**config.mk**
```make
export PLATFORM = sky130hd
export DESIGN_NAME = cpu_control_fsm
export DESIGN_NICKNAME = d
export VERILOG_FILES = /design/src/rtl/cpu_control_fsm.sv
export SDC_FILE = /design/constraint.sdc
export NUM_CORES = 1
export LEC_CHECK = 0
export CORE_AREA = 2 2 52 54
export CTS_BUF_LIST = sky130_fd_sc_hd__clkbuf_8
export CTS_CLUSTER_DIAMETER = 200
export DETAILED_ROUTE_END_ITERATION = 8
export DIE_AREA = 0 0 54 56
export DONT_BUFFER_PORTS = 1
export PLACE_DENSITY = 0.62
export SETUP_SLACK_MARGIN = 0.5
export SLEW_MARGIN = 25
export SYNTH_ARGS = -nofsm -noshare
export SYNTH_HDL_FRONTEND = slang
export SYNTH_SLANG_ARGS = --single-unit
```
**constraint.sdc**
```tcl
create_clock -name clock -period 1.91 [get_ports clock]
set_input_delay 0.573 -clock clock [delete_from_list [all_inputs] [get_ports clock]]
set_output_delay 0.573 -clock clock [all_outputs]
set_load 0.05 [all_outputs]
```
**src/rtl/cpu_control_fsm.sv**
```systemverilog
// Instruction sequencer for a small accumulator CPU: walks FETCH/DECODE/MREAD/EXEC/MWRITE
// and drives the datapath strobes, with sticky illegal-opcode and retired-instruction tracking.
module cpu_control_fsm (
    input  logic       clock,
    input  logic       reset,
    input  logic       run,
    input  logic [3:0] opcode,
    input  logic       accZero,
    output logic       irLoad,
    output logic       pcInc,
    output logic       pcLoad,
    output logic       mReadFlag,
    output logic       mWriteFlag,
    output logic       accLoad,
    output logic       accSel,
    output logic [2:0] aluOp,
    output logic       halted,
    output logic       illegal,
    output logic [2:0] state,
    output logic [7:0] instCount
);

    typedef enum logic [2:0] {
        IDLE    = 3'd0,
        FETCH   = 3'd1,
        DECODE  = 3'd2,
        MREAD   = 3'd3,
        EXEC    = 3'd4,
        MWRITE  = 3'd5,
        HALT    = 3'd6,
        UNREACH = 3'd7
    } state_t;

    state_t     state_reg, state_next, done_next;
    logic [3:0] op_reg;
    logic [7:0] count_reg;
    logic       illegal_reg;

    always_ff @(posedge clock or negedge reset) begin
        if (!reset) begin
            state_reg   <= IDLE;
            op_reg      <= 4'd0;
            count_reg   <= 8'd0;
            illegal_reg <= 1'b0;
        end else begin
            state_reg <= state_next;
            if (state_reg == DECODE) begin
                op_reg <= opcode;
                if (count_reg != 8'hFF)
                    count_reg <= count_reg + 8'd1;
                if (opcode >= 4'hB && opcode <= 4'hE)
                    illegal_reg <= 1'b1;
            end
        end
    end

    always_comb begin
        irLoad     = 1'b0;
        pcInc      = 1'b0;
        pcLoad     = 1'b0;
        mReadFlag  = 1'b0;
        mWriteFlag = 1'b0;
        accLoad    = 1'b0;
        accSel     = 1'b0;
        aluOp      = 3'd7;
        halted     = 1'b0;
        state_next = state_reg;
        done_next  = run ? FETCH : IDLE;

        case (state_reg)
            IDLE: begin
                if (run)
                    state_next = FETCH;
            end
            FETCH: begin
                irLoad     = 1'b1;
                state_next = DECODE;
            end
            // opReg only captures at the end of DECODE, so DECODE strobes use the live opcode.
            DECODE: begin
                case (opcode)
                    4'h1, 4'h3, 4'h4, 4'h5, 4'h6, 4'h7: state_next = MREAD;
                    4'h2: state_next = MWRITE;
                    4'h8: state_next = EXEC;
                    4'h9: begin
                        pcLoad     = 1'b1;
                        state_next = done_next;
                    end
                    4'hA: begin
                        pcLoad     = accZero;
                        pcInc      = ~accZero;
                        state_next = done_next;
                    end
                    4'hF: state_next = HALT;
                    default: begin
                        pcInc      = 1'b1;
                        state_next = done_next;
                    end
                endcase
            end
            MREAD: begin
                mReadFlag  = 1'b1;
                state_next = EXEC;
            end
            EXEC: begin
                accLoad = 1'b1;
                pcInc   = 1'b1;
                if (op_reg == 4'h1)
                    accSel = 1'b1;
                else if (op_reg == 4'h8)
                    aluOp = 3'd5;
                else
                    aluOp = 3'(op_reg - 4'd3);
                state_next = done_next;
            end
            MWRITE: begin
                mWriteFlag = 1'b1;
                pcInc      = 1'b1;
                state_next = done_next;
            end
            HALT: begin
                halted     = 1'b1;
                state_next = HALT;
            end
            default: state_next = IDLE;
        endcase
    end

    assign state     = state_reg;
    assign illegal   = illegal_reg;
    assign instCount = count_reg;

endmodule

```
# Word-level counts from Yosys, hierarchy flattened
# Index checks and enable logic that the tools add are counted.
# word_totals
register_bits	16
output_inout_bits	23
word_cells	55
# op_classes
n_addsub	2
n_lt_le_gt_ge	2
n_eq_ne	21
n_mux	18
n_bitwise	1
n_reduce_logical	7
# op_table
operator	n
4-bit == test, second input constant	5
3-bit one-hot mux with 6 select lines	1
4-bit by 3-bit == test with 1-bit output, second input constant	4
3-bit two-way mux	4
3-bit one-hot mux with 4 select lines	1
10-bit OR reduction	1
3-bit == test, second input constant	3
1-bit two-way mux	9
8-bit by 1-bit adder with 8-bit output, second input constant	1
4-bit by 1-bit == test with 1-bit output, second input constant	2
4-bit by 2-bit == test with 1-bit output, second input constant	2
8-bit inequality test, second input constant	1
3-bit by 2-bit == test with 1-bit output, second input constant	2
1-bit one-hot mux with 2 select lines	3
6-bit OR reduction	1
4-bit >= comparator, second input constant	1
4-bit <= comparator, second input constant	1
2-bit AND reduction	2
3-bit by 1-bit == test with 1-bit output, second input constant	1
3-bit zero test	1
3-bit by 2-bit subtractor with 3-bit output, second input constant	1
2-bit inequality test, second input constant	1
2-bit OR reduction	1
1-bit logical AND	1
1-bit inverter	1

# Logic depth before layout (Yosys ltp)
# Gate-level depths: netlist of the first run.
# depth
ltp_word	4
mapped_depth	6
depth_no_buf	6

# Worst setup path after synthesis of the first run
# No wires, ideal clock.
# synth_path
path_kind	reg-to-output
startpoint	register state_reg[1], in the netlist state[1]
endpoint	output port pcLoad
arrival_time_ns	2.315
t_required_ns	1.337
slack_ns	-0.978
path_stages_with_launch	5
path_cell_list	dfrtp_1 > nor3b_2 > buf_2 > nand2_1 > nor3_1
# synth_between
elab_chain_len	2
# synth_rtl
item	line	rtl
start, declared	34	state_t state_reg, state_next, done_next;
start signal, assigned	46	state_reg <= state_next;
3-bit by 2-bit == test with 1-bit output	70	case (state_reg)
1-bit two-way mux	70	
end, declared	11	output logic pcLoad,
# No other way between the ends.

# Final worst setup path of the first run
# layout_path
startpoint	register op_reg[0]
endpoint	output port aluOp[2]
# layout_between
elab_chain_len	4
word_cells_on_any_way	6
cone_classes	add/sub: 1; eq/ne: 2; mux: 3
# layout_rtl
item	line	rtl
start, declared	35	logic [3:0] op_reg;
start signal, assigned	48	op_reg <= opcode;
3-bit by 2-bit subtractor with 3-bit output or 4-bit == test (tied branches)	113, 110	
3-bit two-way mux	110	else if (op_reg == 4'h8)
3-bit two-way mux (*)	108	if (op_reg == 4'h1)
3-bit two-way mux (*)	70	
end, declared	16	output logic [2:0] aluOp,
# Mark *: on every way between the ends. The rest lies on a longest branch, timed or not.

==> results of run 1 <==
## area by class of cell
cell class / count / area (um2)
fillers: 126 / 472
inverters: 8 / 32.5
multi-input cells: 76 / 766
clock buffers: 4 / 55.1
well taps: 30 / 37.5
repair buffers: 52 / 651
flip-flops and latches: 16 / 419
## worst paths after layout
kind                                            end  slack (ps)                     start  cells after the start
setup / recovery                           aluOp[2]        -130     op_reg[0]$_DFFE_PN0P_                      7
hold / removal                op_reg[1]$_DFFE_PN0P_         460                 opcode[1]                      2
setup reg to reg           instCount[7]$_DFFE_PN0P_          70      state[2]$_DFFE_PN0P_                      6
hold reg to reg            instCount[4]$_DFFE_PN0P_         630  instCount[4]$_DFFE_PN0P_                      2
max in group asynchronous  instCount[0]$_DFFE_PN0P_         520                     reset                      1
min in group asynchronous  instCount[0]$_DFFE_PN0P_         840                     reset                      1
## worst max-delay path, stage by stage (launching register included)
cell and delay, ps:
dfrtp_2 430, inv_2 70, ha_4 170, mux2i_4 150, nand3_1 90, o21ai_1 80
nand2_1 70, buf_6 150
## Yosys cell counts (all sizes together), types with 2 or more instances
cell    instances
dfrtp          16
nand2          14
inv             8
o21ai           6
buf             4
ha              4
mux2            4
nand2b          4
nor2            4
a21oi           3
a31oi           3
and4            3
nand3           3
xnor2           3
clkbuf          2
nand4           2
nor2b           2
nor3            2
nor3b           2
o22ai           2
xor2            2
## logic make-up after synthesis
| logic type | Yosys count | synth area share (%) |
|---|---|---|
| flops | 16 | 39.6 |
| compound gates | 21 | 13.2 |
| xor+xnor | 5 | 4.33 |
| mux | 5 | 5.45 |
| fa+ha+maj | 5 | 6.06 |
| buf+inv | 14 | 9.16 |
| simple gates | 40 | 22.2 |
## routing by layer
| metal | vias up | global-route usage [%] | part of all wire (%) |
|---|---|---|---|
| met5 | - | 0 | 0 |
| met4 | 0 | 8.57 | 1.3 |
| met3 | 4 | 5.38 | 4.8 |
| met1 | 494 | 25.9 | 41 |
| met2 | 30 | 36.8 | 53 |
| li1 | 476 | - | - |
## metrics by stage
| stage | instances | power, mW | area (um2) |
|---|---|---|---|
| after CTS | 174 | 2.98 | 1730 |
| after global placement | 153 | 1.95 | 1260 |
| after floorplan | 106 | 1.63 | 1080 |
| after detailed placement | 153 | 1.98 | 1260 |
| after global routing | 186 | 3.61 | 1960 |
| final | 186 | 3.45 | 1960 |
## cells in the final DEF (no fill, tap or decap), drive strengths merged, types with 2 or more instances in the layout
master and instances:
nor2b 2, nor3 2, nand3 3, o22ai 2, mux2 4, nand2 14
buf 50, xnor2 3, xor2 2, clkbuf 4, dfrtp 16, and4 3
a31oi 3, o21ai 6, nor2 4, nor3b 2, nand4 2, nand2b 4
ha 4, a21oi 3, inv 8
## power groups by stage
| stage | clock network (mW) | registers, mW | logic (mW) |
|---|---|---|---|
| 2_1_floorplan | 0 | 0.956 | 0.672 |
| 3_3_place_gp | 0 | 0.693 | 1.25 |
| 3_5_place_dp | 0 | 0.703 | 1.28 |
| 4_1_cts | 0.304 | 0.722 | 1.96 |
| 5_1_grt | 0.329 | 0.777 | 2.50 |
| 6_report | 0.305 | 0.761 | 2.38 |
## what timing repair did
action | CTS | global route
endpoints found under the hold margin | 0 | 16
setup buffers | 16 | 11
cloned | 1 | 0
setup endpoints to repair | 29 | 31
resized for setup | 64 | 28
pin swaps | 22 | 9
hold buffers | 0 | 1
==> impl_results.md, run 1 <==
- Run status: finished, violations left
- Failing checks: setup timing
- Total of max-cap violations: 0
- Syn_area_per_cell: 9.54 um2
- Power share of the clock group: under 10%
- Later-pin clock latency in the skew report: 250 ps
- Setup Crit Path Kind: reg -> out
- Vias post-DR: 1004
- PwrDens: roughly 1800 mW/mm2
- Final nets: around 170
- Pint: 1.92 mW
- Critical Path Start Type: flip-flop
- Hold Crit Class: in -> reg
- Antenna Cells: 0
- Cell Area, Synth: roughly 0.0010 mm2
- Sequential group share of total power: between 20% and 30%
- Core footprint: 0.00243 mm2
- Post-synth top area share: 39.6%
- Die ar.: 0.00302 mm2
- Fin crit share: 107%
- Largest net degree at the start of global routing: 17
- 1st-iter DRT viols: 22
- FP Rows: 18
- WP data arrival: 1470 ps
- Port bufs: 0
- Initial antenna violation count: 0
- Worst-path fanout max: 4
- Final Core Density: 80.6%
- Vias per cell: 5.40
- WP data required: 1340 ps
- CTS tree: built
- Worst slack, placed: -83.3 ps
- Post-DRT Antenna Nets: 0
- Clock transition at the registers of the reported paths: 70 ps
- Share of layout cells above drive strength 1: 67.3%
- Gpl congestion: 0.707
- Setup TNS: -468 ps
- Flops & latches, synth: 16
- DRC violations left: 0
- Fin Hold WS: roughly 460 ps
- Max FFs per register: 8
- Htree depth: 1
- Worst vdd ir: approximately 0.0012 V
- Endpoints failing hold: 0
- Ports: 31
- Die Height: roughly 56 um
- Total GRT Usage: 21.9%
- Final Max Tran Viols: 0
- Fmax: ~500 MHz
- FFs w/ async S/R, synth: 100%
- Final worst slack: -130 ps
- Sequential area share after synthesis: 39.6%
- Post-synth top flop: dfrtp_1
- Post-synth top area cell: dfrtp_1
- Initial Util: 41.6%
- Layout area overhead: 93.9%
- RSZ-0062 raised after global routing: yes
- CTS Buf Count: 3
- Yosys cell types: 39
- Worst slew pin tran: 763 ps
- Worst slew margin: 49.0%
- Clk buf depth: 2
- Overflow after GRT: 0
- Vias in the first global route: 1025
- Critical path capture point type: output port
- Routed length per placed instance: 17.2 um
- Clk_skew: between 3 and 4 ps
- Switching Fraction: 44.3%
- Syn Nets: 118
- NetSw: 1.53 mW
- DRT Wirelength: 3.20 mm
- Synth area leaders: dfrtp_1 40%, nand2_1 5.2%, ha_1 5.0%
- Synth Instances: 106
- LEAKAGE: 0.829 nW
- Clock Sinks: 16
- Final min period: 2040 ps
- Power share of the combinational group: 69.1%
- Final setup viols: 6
- Die W: 54 um
- CTS root buffer: clkbuf_8
- Placed wire-length estimate: 1.68 mm
- Yosys Warn Count: 0
- EDFF count, synth: 0
- DRT Pass-1 Iters: 4
- First-pass GRT wire length: 4.86 mm
(Power assumes the default switching activity.)
==> run 2, diff against run 1 <==
--- a/config.mk
+++ b/config.mk
@@ -11,7 +11,7 @@
 export DETAILED_ROUTE_END_ITERATION = 8
 export DIE_AREA = 0 0 54 56
 export DONT_BUFFER_PORTS = 1
-export PLACE_DENSITY = 0.62
+export PLACE_DENSITY = 0.6
 export SETUP_SLACK_MARGIN = 0.5
 export SLEW_MARGIN = 25
 export SYNTH_ARGS = -nofsm -noshare
==> constraint.sdc (replaced) <==
create_clock -name clock -period 2.19 [get_ports clock]
set_input_delay 0.657 -clock clock [delete_from_list [all_inputs] [get_ports clock]]
set_output_delay 0.657 -clock clock [all_outputs]
set_load 0.05 [all_outputs]
==> run 2 against run 1 <==
Against the previous run:
- the run now ends clean
- sequential power decreased by 6.2%
- via count decreased by 12%
- sequential cell count unchanged
- non-clock buffer count decreased by 26
- hold slack got worse by 350 ps
- register-to-register slack improved by 320 ps
- global-route usage decreased by 4.5 points
- largest cell class unchanged
==> impl_results.md, run 2 (synthesis results as in run 1) <==
- Run status: finished clean (was finished, violations left)
- CTS Hold Bufs: 0 (unchanged)
- Worst vdd ir: 0.00106 V (was 0.00116 V)
- Max FFs per register: 8 (unchanged)
- Met2 wire length: 1.33 mm (was 1.70 mm)
- Fillers: 195 (was 126)
- Antenna Cells: 0 (unchanged)
- Final Cell Area: 0.00151 mm2 (was 0.00196 mm2)
- Final nets: 143 (was 169)
- DRT Pass-1 Iters: 4 (unchanged)
- Fin Hold WS: 104 ps (was 459 ps)
- Worst slew margin: 67.9% (was 49.0%)
- Most common cell after layout, fill and taps aside: buf_4 (unchanged)
- Vias in the first global route: 880 (was 1025)
- Power Total: 2.32 mW (was 3.45 mW)
- Later-pin clock latency in the skew report: 240 ps (was 250 ps)
- Final setup viols: 0 (was 6)
- Final min period: 2110 ps
- Layout area overhead: 49.5% (was 93.9%)
- Ports: 31 (unchanged)
- Area after DPL: 0.00119 mm2 (was 0.00126 mm2)
- Fin crit share: 96.5%
- Die W: 54 um (unchanged)
- Die ar.: 0.00302 mm2 (unchanged)
- WP data required: 1530 ps (was 1340 ps)
- Hold Crit Class: in -> async (was in -> reg)
- Share of layout cells above drive strength 1: 52.3% (was 67.3%)
- DRC violations left: 0 (unchanged)
- WP data arrival: 1460 ps (was 1470 ps)
- Commonest non-fill, non-tap cells in the layout: 13 x buf_4, 11 x nand2_1, 9 x dfrtp_1 (was 19 x buf_4, 12 x dfrtp_2, 12 x buf_6)
- RSZ-0062 raised after global routing: yes (unchanged)
- DRT Wirelength: 2.53 mm (was 3.20 mm)
- First-pass GRT wire length: 4.02 mm (was 4.86 mm)
- Port bufs: 0 (unchanged)
- Critical Path Slowest Stage Cell: or3_4 (was dfrtp_2)
- WL met1: 1.02 mm (was 1.30 mm)
- Largest net degree at the start of global routing: 17 (unchanged)
- Top Metal Used: met4 (unchanged)
- LEAKAGE: 0.611 nW (was 0.829 nW)
- Total GRT Usage: 17.4% (was 21.9%)
- CTS tree: built (unchanged)
- Core footprint: 0.00243 mm2 (unchanged)
- Worst-path fanout max: 8 (was 4)
- Total of max-cap violations: 0 (unchanged)
- Endpoints failing hold: 0 (unchanged)
- CTS root buffer: clkbuf_8 (unchanged)
- CP delay by family, top: simple AND/OR/NAND/NOR gates (was flip-flops)
- Clock transition at the registers of the reported paths: 60 ps (was 70 ps)
- Htree depth: 1 (unchanged)
- Initial antenna violation count: 0 (unchanged)
- Crit path largest cell delay: 380 ps (was 430 ps)
- Critical path capture point type: output port (unchanged)
- Clock Sinks: 16 (unchanged)
- Reg2reg start: state[2]$_DFFE_PN0P_ (unchanged)
- Initial Util: 41.6% (unchanged)
- Final Max Tran Viols: 0 (unchanged)
- Critical Path Start Type: primary input (was flip-flop)
- Vias post-DR: 884 (was 1004)
- Routed length per placed instance: 15.8 um (was 17.2 um)
- Post-DRT Antenna Nets: 0 (unchanged)
- Met3 WL: 134 um (was 153 um)
- Placed wire-length estimate: 1.62 mm (was 1.68 mm)
- FP Rows: 18 (unchanged)
- Crit path launch: opcode[1] (was op_reg[0]$_DFFE_PN0P_)
- Overflow after GRT: 0 (unchanged)
- Crit path buf inv count: 1 (was 2)
- Die Height: 56 um (unchanged)
- Final Core Density: 62.1% (was 80.6%)
- Worst-path cell chain: or3_4 -> o22ai_2 -> o2bb2ai_2 -> buf_12 (was inv_2 -> ha_4 -> mux2i_4 -> nand3_1 -> o21ai_1 -> nand2_1 -> buf_6)
- Vias per cell: 5.53 (was 5.40)
- Fmax: between 400 and 500 MHz
- Clk buf depth: 2 (unchanged)
- PwrDens: 1540 mW/mm2 (was 1760 mW/mm2)
- 1st-iter DRT viols: 10 (was 22)
- Gpl congestion: 0.694 (was 0.707)
- Setup Crit Path Kind: in -> out (was reg -> out)
- Clk_skew: 2.80 ps (was 3.06 ps)
- Worst slew pin tran: 482 ps (was 763 ps)
- CTS Buf Count: 3 (unchanged)
==> run 2: cell count changes in the layout (fill, tap and decap cells not counted), moves of 3 or more <==
cell / delta
buf_6: -7
buf_8: -7
buf_4: -6
dfrtp_1: +6
dfrtp_2: -6
buf_12: -4
mux2_2: +3
mux2_4: -3
nand2_4: -3
==> run 2: area by class of cell <==
type	count	area (um2)	area share, %
clock buffer	4	55.1	3.64
inverter	8	35.0	2.32
multi-input combinational	76	673	44.5
sequential	16	412	27.2
tap	30	37.5	2.48
timing repair buffer	26	299	19.8
==> run 2: final timing paths <==
path,endpoint,slack (ps),cells after the start
max,pcInc,80,4
min,state[0]$_DFFE_PN0P_,100,0
max reg2reg,instCount[7]$_DFFE_PN0P_,390,6
min reg2reg,instCount[2]$_DFFE_PN0P_,590,1
max in group asynchronous,instCount[4]$_DFFE_PN0P_,2000,0
min in group clock,op_reg[0]$_DFFE_PN0P_,540,2
==> run 2: worst register-to-register path, stage by stage (launching register included) <==
cell	delay, ps
dfrtp_2	460
nor3b_4	250
buf_6	140
buf_6	130
nand4_1	160
nor2b_1	190
mux2_2	360
==> run 2: power breakdown <==
group          internal, mW  switching, mW  leakage (nW)  total [mW]
Combinational         0.606          0.749         0.391        1.36
Sequential            0.428          0.286         0.191       0.714
Clock                 0.159         0.0958        0.0288       0.255
==> run 2: stage by stage <==
stage / setup TNS, ps / worst slack (ps) / std cells
4_1_cts: 0 / 70.4 / 157
2_1_floorplan: -1160 / -294 / 106
3_5_place_dp: -3.80 / -3.80 / 147
5_1_grt: 0 / 32.7 / 160
6_report: 0 / 75.7 / 160
3_3_place_gp: 0 / 28.7 / 147
==> run 2: repair_timing <==
item | 4_1_cts | 5_1_grt
endpoints found under the setup margin | 11 | 17
gates resized for setup | 23 | 27
setup buffers | 6 | 3
pin swaps | 5 | 11
==> run 2: metal layers <==
metal	global-route usage, %	vias up
met1	23.3	428
li1	-	422
met2	27.5	28
met4	3.93	0
met5	0	-
met3	4.84	6
==> run 3, diff against run 2 <==
--- a/config.mk
+++ b/config.mk
@@ -5,13 +5,16 @@
 export SDC_FILE = /design/constraint.sdc
 export NUM_CORES = 1
 export LEC_CHECK = 0
+export CELL_PAD_IN_SITES_DETAIL_PLACEMENT = 0
+export CELL_PAD_IN_SITES_GLOBAL_PLACEMENT = 1
 export CORE_AREA = 2 2 52 54
 export CTS_BUF_LIST = sky130_fd_sc_hd__clkbuf_8
 export CTS_CLUSTER_DIAMETER = 200
 export DETAILED_ROUTE_END_ITERATION = 8
 export DIE_AREA = 0 0 54 56
 export DONT_BUFFER_PORTS = 1
-export PLACE_DENSITY = 0.6
+export GPL_ROUTABILITY_DRIVEN = 0
+export PLACE_DENSITY = 0.75
 export SETUP_SLACK_MARGIN = 0.5
 export SLEW_MARGIN = 25
 export SYNTH_ARGS = -nofsm -noshare
==> run 3 against run 2 <==
Against the previous run:
- worst setup slack worse by 40 ps
- critical endpoint is now op_reg[0]$_DFFE_PN0P_
- global-route usage is 1.9 points higher
- sequential share of layout area is 1.9 points lower
- highest routed layer unchanged
- final cell count is 10% higher
- sequential power is 1% lower
- core utilization is 4.0 points higher
- sequential cell count stayed put
- power is 5.8% higher
- hold slack worse by 11 ps
- first-iteration DRC count is 50% higher
- fmax is 1.8% lower
==> impl_results.md, run 3 (synthesis results as in run 1) <==
- Final nets: 160 (was 143)
- Setup Crit Path Kind: reg -> reg (was in -> out)
- Final min period: 2150 ps (was 2110 ps)
- Clock transition at the registers of the reported paths: 60 ps (about the same)
- Crit path buf inv count: 14 (was 1)
- Fillers: 182 (was 195)
- Antenna Cells: 0 (unchanged)
- Placed wire-length estimate: 1.65 mm (was 1.62 mm)
- DRC violations left: 0 (unchanged)
- Clk buf depth: 2 (unchanged)
- Routed length per placed instance: 15.3 um (was 15.8 um)
- Flip-flop and latch area: 408 um2 (was 412 um2)
- Endpoints failing hold: 0 (unchanged)
- Worst slew margin: 59.9% (was 67.9%)
- Share of layout cells above drive strength 1: 56.2% (was 52.3%)
- Htree depth: 1 (unchanged)
- Overflow after GRT: 0 (unchanged)
- Fmax: 464 MHz (was 473 MHz)
- Clk_skew: 3.98 ps (was 2.80 ps)
- Commonest non-fill, non-tap cells in the layout: 25 x buf_4, 12 x nand2_1, 10 x dfrtp_1 (was 13 x buf_4, 11 x nand2_1, 9 x dfrtp_1)
- Core footprint: 0.00243 mm2 (unchanged)
- WP data required: 2360 ps (was 1530 ps)
- Total GRT Usage: 19.3% (was 17.4%)
- PwrDens: 1530 mW/mm2 (was 1540 mW/mm2)
- 1st-iter DRT viols: 15 (was 10)
- FP Rows: 18 (unchanged)
- CTS root buffer: clkbuf_8 (unchanged)
- Initial antenna violation count: 0 (unchanged)
- Initial Util: 41.6% (unchanged)
- Grt peak-use layer: met2 (unchanged)
- DRT Pass-1 Iters: 4 (unchanged)
- RSZ-0062 raised after global routing: yes (unchanged)
- Post-DRT Antenna Nets: 0 (unchanged)
- Cell repeated most along the worst path: buf_4
- Crit path largest cell delay: 400 ps (was 380 ps)
- Met2 Usage GRT: 29.6% (was 27.5%)
- Die W: 54 um (unchanged)
- Total of max-cap violations: 0 (unchanged)
- Vias post-DR: 928 (was 884)
- LEAKAGE: 0.687 nW (was 0.611 nW)
- Setup TNS: 0 ps (unchanged)
- DRT Wirelength: 2.70 mm (was 2.53 mm)
- CTS tree: built (unchanged)
- Area of the multi-input gates: 639 um2 (was 673 um2)
- Layout area overhead: 59.2% (was 49.5%)
- Critical Path Slowest Stage Cell: dfrtp_1 (was or3_4)
- Max FFs per register: 8 (unchanged)
- Ports: 31 (unchanged)
- Most common cell after layout, fill and taps aside: buf_4 (unchanged)
- Critical Path Start Type: flip-flop (was primary input)
- Fin crit share: 98.3% (was 96.5%)
- Worst-path cell chain: inv_2 -> buf_4 -> buf_6 -> buf_4 -> buf_6 -> buf_6 -> buf_6 -> buf_4 -> buf_4 -> buf_4 -> buf_4 -> buf_4 -> buf_4 -> buf_4 -> o21ai_1 (was or3_4 -> o22ai_2 -> o2bb2ai_2 -> buf_12)
- Final setup viols: 0 (unchanged)
- CTS Buf Count: 3 (unchanged)
- M1 GR Usage: 25.2% (was 23.3%)
- Clock Sinks: 16 (unchanged)
- CP delay by family, top: buffers and inverters (was simple AND/OR/NAND/NOR gates)
- M3 GR Usage: 4.30% (was 4.84%)
- Hold Crit Class: in -> async (unchanged)
- Worst-path fanout max: 3 (was 8)
- Die Height: 56 um (unchanged)
- Largest net degree at the start of global routing: 17 (unchanged)
- WP data arrival: 2330 ps (was 1460 ps)
- Worst vdd ir: 0.000926 V (was 0.00106 V)
- Final Max Tran Viols: 0 (unchanged)
- Area after DPL: 0.00119 mm2 (unchanged)
- Vias per cell: 5.27 (was 5.53)
- Final Cell Area: 0.00161 mm2 (was 0.00151 mm2)
- Port bufs: 0 (unchanged)
- Worst slew pin tran: 601 ps (was 482 ps)
- Critical path capture point type: flip-flop (was output port)
- Run status: finished clean (unchanged)
- Later-pin clock latency in the skew report: 250 ps (was 240 ps)
- Die ar.: 0.00302 mm2 (unchanged)
- Vias in the first global route: 904 (was 880)
- First-pass GRT wire length: 4.26 mm (was 4.02 mm)
==> run 3: cell types whose count changed in the layout (fill, tap and decap cells not counted), moves of 2 or more <==
cell,delta
buf_8,+3
mux2_4,+2
buf_4,+12
buf_6,+3
mux2_2,-2
==> run 3: worst reg2reg max path, stage by stage, from the launching register on <==
cell and delay (ps):
dfrtp_1 400, inv_2 60, buf_4 130, buf_6 100, buf_4 120, buf_6 100
buf_6 100, buf_6 100, buf_4 120, buf_4 120, buf_4 120, buf_4 120
buf_4 120, buf_4 120, buf_4 120, o21ai_1 120
==> run 3: stage by stage <==
stage / cells / util, % / hold slack (ps) / power [mW] / setup WS [ps]
floorplan: 106 / - / 361 / 1.39 / -294
global placement: 147 / 49.0 / 362 / 1.62 / 25.4
detailed placement: 147 / 49.0 / 362 / 1.65 / 9.88
CTS: 168 / 58.4 / 93.1 / 2.15 / 92.1
global route: 176 / 66.2 / 75.9 / 2.60 / -44.2
finish: 176 / 66.2 / 92.7 / 2.46 / 36.2
==> run 3: per-layer routing <==
metal	wire length [um]	vias up
met4	64	0
met5	0	-
li1	-	453
met3	133	7
met1	1090	442
met2	1410	26
==> run 3: path summary, 6_finish.rpt <==
kind / from / end / depth (start not counted) / slack, ps
worst max register to register: op_reg[0]$_DFFE_PN0P_ / op_reg[0]$_DFFE_PN0P_ / 15 / 40
worst max-delay path: op_reg[0]$_DFFE_PN0P_ / op_reg[0]$_DFFE_PN0P_ / 15 / 40
max in group asynchronous: reset / state[0]$_DFFE_PN0P_ / 0 / 2010
worst min-delay path: reset / instCount[4]$_DFFE_PN0P_ / 0 / 90
worst min register to register: instCount[2]$_DFFE_PN0P_ / instCount[2]$_DFFE_PN0P_ / 1 / 590
min in group clock: opcode[2] / op_reg[2]$_DFFE_PN0P_ / 2 / 540
==> run 3: layout make-up <==
class | instances | area share, %
Inverter | 8 | 2.18
Clock buffer | 3 | 2.57
Sequential cell | 16 | 25.3
Timing Repair Buffer | 43 | 27.8
Tap cell | 30 | 2.33
Multi-Input combinational cell | 76 | 39.7
==> run 3: where the power goes <==
group	internal (mW)	switching, mW
combinational	0.745	0.783
sequential	0.424	0.282
clock	0.122	0.103
total	1.29	1.17
==> run 3: what timing repair did <==
action,in CTS,in global routing
hold buffers,0,0
buffers inserted,18,8
endpoints found under the setup margin,13,17
pin swaps,11,11
resized for setup,17,35
